==> src/rtl/alarm_ctrl.sv <==
// Alarm controller: matches the running time against the alarm time and drives
// the buzzer through a ring / snooze / timeout state machine. Optional beep pattern: ALARM_BEEP_EN.
module alarm_ctrl #(
    parameter int RING_SECS   = 60,
    parameter int SNOOZE_SECS = 300,
    parameter int SNOOZE_MAX  = 3
) (
    input  logic       clk,
    input  logic       rst,
    input  logic       sec_tick,
    input  logic [5:0] min,
    input  logic [4:0] hour,
    input  logic [5:0] alarm_min,
    input  logic [4:0] alarm_hour,
    input  logic       alarm_en,
    input  logic       stop,
    input  logic       snooze,
    output logic       ring,
    output logic       snoozing,
    output logic [1:0] state,
    output logic [1:0] snooze_cnt
);

    typedef enum logic [1:0] {
        ST_IDLE    = 2'd0,
        ST_RINGING = 2'd1,
        ST_SNOOZE  = 2'd2
    } state_t;

    localparam logic [8:0] RING_LAST   = 9'(RING_SECS - 1);
    localparam logic [8:0] SNOOZE_LAST = 9'(SNOOZE_SECS - 1);
    localparam logic [1:0] CNT_MAX     = 2'(SNOOZE_MAX);

    state_t     state_r;
    state_t     state_s;
    logic [8:0] timer_r;
    logic [8:0] timer_s;
    logic [1:0] cnt_r;
    logic [1:0] cnt_s;
    logic       match_d_r;
    logic       match_s;
    logic       trigger_s;
    logic       ring_r;
    logic       ring_s;
    logic       snoozing_r;

    assign match_s   = alarm_en & (min == alarm_min) & (hour == alarm_hour);
    // Rising edge only, so a stopped alarm stays quiet for the rest of the minute.
    assign trigger_s = match_s & ~match_d_r;

    // Next-state, timer and snooze-count logic; stop/disable outrank snooze, which outranks the tick.
    always_comb begin
        state_s = state_r;
        timer_s = timer_r;
        cnt_s   = cnt_r;
        case (state_r)
            ST_IDLE: begin
                if (trigger_s) begin
                    state_s = ST_RINGING;
                    cnt_s   = 2'd0;
                    timer_s = 9'd0;
                end else begin
                    state_s = ST_IDLE;
                end
            end
            ST_RINGING: begin
                if (!alarm_en || stop) begin
                    state_s = ST_IDLE;
                    timer_s = 9'd0;
                end else if (snooze && (cnt_r < CNT_MAX)) begin
                    state_s = ST_SNOOZE;
                    cnt_s   = cnt_r + 2'd1;
                    timer_s = 9'd0;
                end else if (sec_tick) begin
                    if (timer_r == RING_LAST) begin
                        state_s = ST_IDLE;
                        timer_s = 9'd0;
                    end else begin
                        timer_s = timer_r + 9'd1;
                    end
                end else begin
                    state_s = ST_RINGING;
                end
            end
            ST_SNOOZE: begin
                if (!alarm_en || stop) begin
                    state_s = ST_IDLE;
                    timer_s = 9'd0;
                end else if (sec_tick) begin
                    if (timer_r == SNOOZE_LAST) begin
                        state_s = ST_RINGING;
                        timer_s = 9'd0;
                    end else begin
                        timer_s = timer_r + 9'd1;
                    end
                end else begin
                    state_s = ST_SNOOZE;
                end
            end
            default: begin
                state_s = ST_IDLE;
                timer_s = 9'd0;
            end
        endcase
    end

`ifdef ALARM_BEEP_EN
    logic phase_r;
    logic phase_s;

    // Beep phase: starts high on each RINGING entry, flips every second while ringing.
    always_comb begin
        phase_s = phase_r;
        if ((state_s == ST_RINGING) && (state_r != ST_RINGING)) begin
            phase_s = 1'b1;
        end else if ((state_s == ST_RINGING) && sec_tick) begin
            phase_s = ~phase_r;
        end else begin
            phase_s = phase_r;
        end
        ring_s = (state_s == ST_RINGING) & phase_s;
    end

    // Beep phase register.
    always_ff @(posedge clk) begin
        if (rst) begin
            phase_r <= 1'b0;
        end else begin
            phase_r <= phase_s;
        end
    end
`else
    assign ring_s = (state_s == ST_RINGING);
`endif

    // State, timer, counters and registered outputs.
    always_ff @(posedge clk) begin
        if (rst) begin
            state_r    <= ST_IDLE;
            timer_r    <= 9'd0;
            cnt_r      <= 2'd0;
            match_d_r  <= 1'b0;
            ring_r     <= 1'b0;
            snoozing_r <= 1'b0;
        end else begin
            state_r    <= state_s;
            timer_r    <= timer_s;
            cnt_r      <= cnt_s;
            match_d_r  <= match_s;
            ring_r     <= ring_s;
            snoozing_r <= (state_s == ST_SNOOZE);
        end
    end

    assign state      = state_r;
    assign snooze_cnt = cnt_r;
    assign ring       = ring_r;
    assign snoozing   = snoozing_r;

endmodule

==> config.mk <==
export PLATFORM = sky130hd
export DESIGN_NAME = alarm_ctrl
export DESIGN_NICKNAME = d
export VERILOG_FILES = /design/src/rtl/alarm_ctrl.sv
export SDC_FILE = /design/constraint.sdc
export NUM_CORES = 1
export LEC_CHECK = 0
export CAP_MARGIN = 25
export CORE_UTILIZATION = 47
export DETAILED_ROUTE_END_ITERATION = 6
export PLACE_DENSITY = 0.79
export RECOVER_POWER = 25
export SETUP_SLACK_MARGIN = 0.02
export SLEW_MARGIN = 20
export SYNTH_ARGS = -nofsm -noshare
export SYNTH_HDL_FRONTEND = slang
export SYNTH_SLANG_ARGS = --single-unit
==> constraint.sdc <==
create_clock -name clk -period 2.3 [get_ports clk]
set_clock_uncertainty 0.2 [all_clocks]
set_input_delay 0.345 -clock clk [delete_from_list [all_inputs] [get_ports clk]]
set_output_delay 0.345 -clock clk [all_outputs]
set_load 0.02 [all_outputs]
* Word-level counts from Yosys, hierarchy flattened
Cells that the tools add are included.
Word-level totals: logic and storage cells 55, input bits 28, output and inout bits 6, register bits after elaboration 16
Operators by class: multiplexer cells 22, reduce and logical (&&, ||, !) cells 7, bitwise gates (word level) 4, eq/ne operators 13, add/sub/neg operators 2, magnitude comparators 1
Operator list (number):
- $mux W9 | 8
- $pmux W9 S3 | 1
- $mux W2 | 10
- $add A9 B1 Y9 const B | 1
- $eq A9 B6 Y1 const B | 1
- $eq A9 B9 Y1 const B | 1
- $eq A6 B6 Y1 | 1
- $ne A2 B2 Y1 const B | 3
- $pmux W2 S3 | 1
- $eq A5 B5 Y1 | 1
- $eq A2 B1 Y1 const B | 2
- $eq A2 B2 Y1 const B | 2
- $ne A4 B4 Y1 const B | 1
- $pmux W2 S2 | 1
- $reduce_and A4 Y1 | 1
- $and A1 B1 Y1 | 3
- $ne A3 B3 Y1 const B | 1
- $reduce_and A3 Y1 | 1
- $add A2 B1 Y2 const B | 1
- $logic_not A2 Y1 | 1
- $lt A2 B2 Y1 const B | 1
- $reduce_bool A2 Y1 | 1
- $logic_and A1 B1 Y1 | 1
- $logic_not A1 Y1 | 1
- 3 further kinds | 3

* Longest topological paths before layout
depth in word-level cells 7, depth in mapped cells 7, depth with buffers taken out 7

* Worst setup path after synthesis
No wires, ideal clock.
kind register to register, start reg state_r[1], in the netlist state[1], end reg cnt_r[0], in the netlist snooze_cnt[0], slack 239 ps, clock period less this slack 2061 ps, arrival time 1729 ps, cell stages (with the launch flop) 8, data required time 1968 ps, buffers on the path 1, setup time 132 ps, path through dfxtp_1 inv_1 ha_1 buf_2 a211o_1 or4_1 nand3_1 a21oi_1
On the way: cells in the longest elaborated chain, start to end 3, elaborated cells on any way between the ends 8, classes of those cells eq/ne: 4; mux: 1; reduce/logical: 3
Ends and longest elaborated chain:
- start: declaration | line 34 | state_t state_r;
- start signal: assignment | line 146 | state_r <= state_s;
- $eq A2 B1 Y1 / $logic_not A2 Y1 (equally long branches) | line 56 | case (state_r)
- $ne A2 B2 Y1 (no source line) / $reduce_bool A2 Y1 (equally long branches)
- $reduce_and A4 Y1 (no source line)
- end signal: assignment | line 148 | cnt_r <= cnt_s;
- end: declaration | line 38 | logic [1:0] cnt_r;
Several ways; a longest one is shown, not always the timed one. A chain may end at the register's enable or synchronous reset.

* Worst setup path in the final report
start reg timer_r[1], end reg timer_r[8]
On the way: cells in the longest elaborated chain, start to end 6, elaborated cells on any way between the ends 11, classes of those cells add/sub: 1; eq/ne: 2; mux: 8
Ends and longest elaborated chain:
- start: declaration | line 36 | logic [8:0] timer_r;
- start signal: assignment | line 147 | timer_r <= timer_s;
- $add A9 B1 Y9 / $eq A9 B6 Y1 (equally long branches) | line 79, 94, 75
- $mux W9 | line 75 | if (timer_r == RING_LAST) begin
- $mux W9 | line 74 | end else if (sec_tick) begin
- $mux W9 | line 70 | end else if (snooze && (cnt_r < CNT_MAX)) begin
- $mux W9 | line 67 | if (!alarm_en || stop) begin
- $pmux W9 S3 * | line 56
Mark *: on every way between the ends. The rest lies on a longest branch, timed or not. The select of a mux whose other input is x is not followed.

==> flow_metrics.py <==
metrics = {
    "status": {
        "run_status": "finished, final reports clean",
    },
    "floorplan": {
        "io-pin-count": 34,
        "core_region_area_um2": 2280,
        "die_y_um": 51.8,
        "initial_core_util": 0.511,
        "die_ar_um2": 2680,
        "cell_row_count": 17,
        "fp.dieW_um": 51.8,
    },
    "timing": {
        "min_period_ns": 2.20,
        "timing.setup.tns_ns": 0,
        "min_period_over_period": 0.955,
        "clock.fmax_mhz": 455,
        "finalWorstSetupSlack_ns": 0.103,
        "rsz0062_at_grt": "false",
        "timing_max_transition_violations_final": 0,
        "hold_viol": 0,
        "timing.final.setup_violations": 0,
        "max-slew-margin-rel": 0.613,
        "worst-slew-pin-transition_ns": 0.578,
        "fin_hold_ws_ns": 0.311,
    },
    "route": {
        "drt_drc_violations_left": 0,
        "post_drt_wl_per_cell_um": 15.3,
        "detail_route.wirelength_mm": 3.18,
        "detailroute.via_count": 1277,
        "via_per_inst": 6.14,
        "drt_first_pass_iters": 4,
        "antenna_left": 0,
        "detail_route.iter0.violations": 47,
    },
    "clock_network": {
        "cts_buffers": 3,
        "clkSlewWorstSetupHoldPaths_ns": 0.11,
        "root_buffer_cell": "sky130_fd_sc_hd__clkbuf_4",
        "tritoncts_clock_tree": "done",
        "insertion_delay_of_the_later_clocked_pin_in_the_worst_skew_pair_ns": 0.30,
        "cts.sinks": 16,
        "cts-root-to-sink-buffers": 2,
        "cts.hold.buffers_added": 0,
        "cts.htree.levels": 1,
    },
    "run": {
        "max-cap-violations": 0,
    },
    "placement": {
        "port-buffer-count": 33,
        "dp_hpwl_mm": 2.40,
        "place_congestion": 0.849,
        "numPlacedInstances": 204,
        "preCtsSetupSlack_ns": -0.180,
    },
    "hold_path": {
        "hold-path-cell-count": 2,
        "min_from": "timer_r[1]$_SDFFE_PP0P_",
        "min-delay-path-class": "flip-flop to flip-flop",
    },
    "synth": {
        "synth_fp_nets": 168,
        "seq_area_frac_synth": 0.275,
        "synth_top_cell_area_share": 0.275,
        "syn_std_cell_area_um2": 1160,
        "yosys-top-cells-area": "sky130_fd_sc_hd__dfxtp_1, sky130_fd_sc_hd__xnor2_1, sky130_fd_sc_hd__ha_1",
        "synth-edff-count": 0,
        "synth_warnings": 0,
        "syn_area_per_cell_um2": 8.68,
        "dominantRegCellSynth": "sky130_fd_sc_hd__dfxtp_1",
        "synth_cell_type_count": 38,
        "ys_seq_elements": 16,
        "netlist_instances": 134,
        "synthDominantAreaCellType": "sky130_fd_sc_hd__dfxtp_1",
        "ffs_w_async_s_r_synth": 0,
    },
    "setup_path": {
        "timing.critical_path.fanout_max": 4,
        "cp-startpoint": "timer_r[1]$_SDFFE_PP0P_",
        "critPathCaptureType": "flip-flop",
        "timing.reg2reg.worst_path_depth": 6,
        "reg2reg_from": "timer_r[1]$_SDFFE_PP0P_",
        "arrival_time_reported_for_the_critical_path_endpoint_ns": 2.21,
        "critical_path.startpoint_type": "flip-flop",
        "worst-endpoint-required_ns": 2.31,
        "worstSetupPathType": "flip-flop to flip-flop",
    },
    "power_and_ir_drop": {
        "power_density_nw_per_um2": 345,
        "netSwitchingPower_uw": 133,
        "power.leakage_nw": 0.566,
        "p_comb_frac": 0.169,
        "pint_uw": 437,
        "clkPwrFrac": 0.345,
        "sw_frac_of_total": 0.233,
        "peakVddDrop_v": 0.000347,
        "part_of_the_total_power_dissipated_in_sequential_elements": 0.485,
        "post-layout-total-power_uw": 571,
    },
    "layout": {
        "finalNonFillerCells": 208,
        "layout.nets": 215,
        "commonest_cells_after_routing_fill_and_taps_aside": "sky130_fd_sc_hd__clkdlybuf4s50_1, sky130_fd_sc_hd__dfxtp_1, sky130_fd_sc_hd__buf_4, sky130_fd_sc_hd__inv_1, sky130_fd_sc_hd__or3_1",
        "fillers": 175,
        "layout-area-overhead-vs-synth_pct": 42.2,
        "insertedDiodeCount": 0,
        "share_of_final_layout_standard_cells_stronger_than_drive_strength_1": 0.139,
        "layout.cells.most_common": "sky130_fd_sc_hd__clkdlybuf4s50_1",
    },
    "global_routing": {
        "globalRouteTotalUtil": 0.264,
        "grt_first_pass_wirelength_mm": 5.29,
        "grt_start_max_net_pins": 17,
        "antenna_found_initial": 0,
        "first_global_vias": 1220,
        "grt_overflow_total": 0,
    },
}
==> per-stage QoR <==
step	util	area [µm²]
floorplan	-	1160
global placement	0.707	1610
detailed placement	0.707	1610
CTS	0.725	1650
global route	0.727	1650
finish	0.727	1650
==> logic make-up (layout without fill, tap and decap cells) <==
kind of cell               Yosys count  in the layout  synth area share
xor gates and xnor gates            11             11            0.0828
AOI/OAI and AO/OA                   39             39             0.268
buffers and inverters               16             62            0.0538
adders and majority gates            6              6            0.0645
DFF                                 16             16             0.275
and+or+nand+nor                     46             46             0.256
==> per-layer routing <==
| metal | up-vias | global-route usage | wire, µm |
|---|---|---|---|
| li1 | 608 | - | - |
| met1 | 604 | 0.285 | 1320 |
| met2 | 47 | 0.491 | 1630 |
| met3 | 18 | 0.0643 | 132 |
| met4 | 0 | 0.0946 | 102 |
| met5 | - | 0 | 0 |
==> sequential cells by signal, summed over array words and instances, names as in the netlist <==
| name | cells |
|---|---|
| snoozing | 1 |
| match_d_r | 1 |
| timer_r | 9 |
| state | 2 |
| snooze_cnt | 2 |
| ring | 1 |
==> area by class of cell <==
type                       instances  area (µm²)  area share
sequential                        16         322       0.194
multi-input combinational        102         788       0.477
inverter                          12        45.0      0.0272
clock buffer                       4        36.3      0.0219
tap                               28        35.0      0.0212
timing repair buffer              46         428       0.259
==> critical path, stage by stage (launching register included) <==
cell	delay [ns]
sky130_fd_sc_hd__dfxtp_1	0.37
sky130_fd_sc_hd__ha_2	0.24
sky130_fd_sc_hd__nand3_1	0.13
sky130_fd_sc_hd__or3_1	0.38
sky130_fd_sc_hd__or3_1	0.35
sky130_fd_sc_hd__or3_1	0.33
sky130_fd_sc_hd__o32ai_1	0.13
==> power groups by stage <==
stage	registers (mW)	clock network [mW]	logic, mW
after floorplan	0.283	0	0.0301
after global placement	0.283	0	0.0933
after detailed placement	0.283	0	0.0965
after CTS	0.277	0.192	0.0975
after global routing	0.277	0.214	0.103
final	0.277	0.197	0.0967
==> cell usage after synthesis, types with 4 or more instances <==
library cell	n
sky130_fd_sc_hd__or3_1	12
sky130_fd_sc_hd__xnor2_1	11
sky130_fd_sc_hd__o32ai_1	7
sky130_fd_sc_hd__nand3_1	6
sky130_fd_sc_hd__nand2_1	4
sky130_fd_sc_hd__a211oi_1	7
sky130_fd_sc_hd__inv_1	12
sky130_fd_sc_hd__a21oi_1	7
sky130_fd_sc_hd__o21ai_1	4
sky130_fd_sc_hd__nand4_1	4
sky130_fd_sc_hd__dfxtp_1	16
sky130_fd_sc_hd__ha_1	6
==> repair_timing <==
| action | in CTS | in global routing |
|---|---|---|
| hold endpoints to repair | 0 | 0 |
| buffers inserted | 0 | 0 |
| resized for setup | 1 | 2 |
| endpoints found under the setup margin | 3 | 1 |
| pin swaps | 0 | 0 |
==> worst paths after layout <==
path	end	slack, ns
worst min register to register	timer_r[1]$_SDFFE_PP0P_	0.31
worst max-delay path	timer_r[8]$_SDFFE_PP0P_	0.10
worst max register to register	timer_r[8]$_SDFFE_PP0P_	0.10
worst min-delay path	timer_r[1]$_SDFFE_PP0P_	0.31
Power figures use the tool's default switching activity.
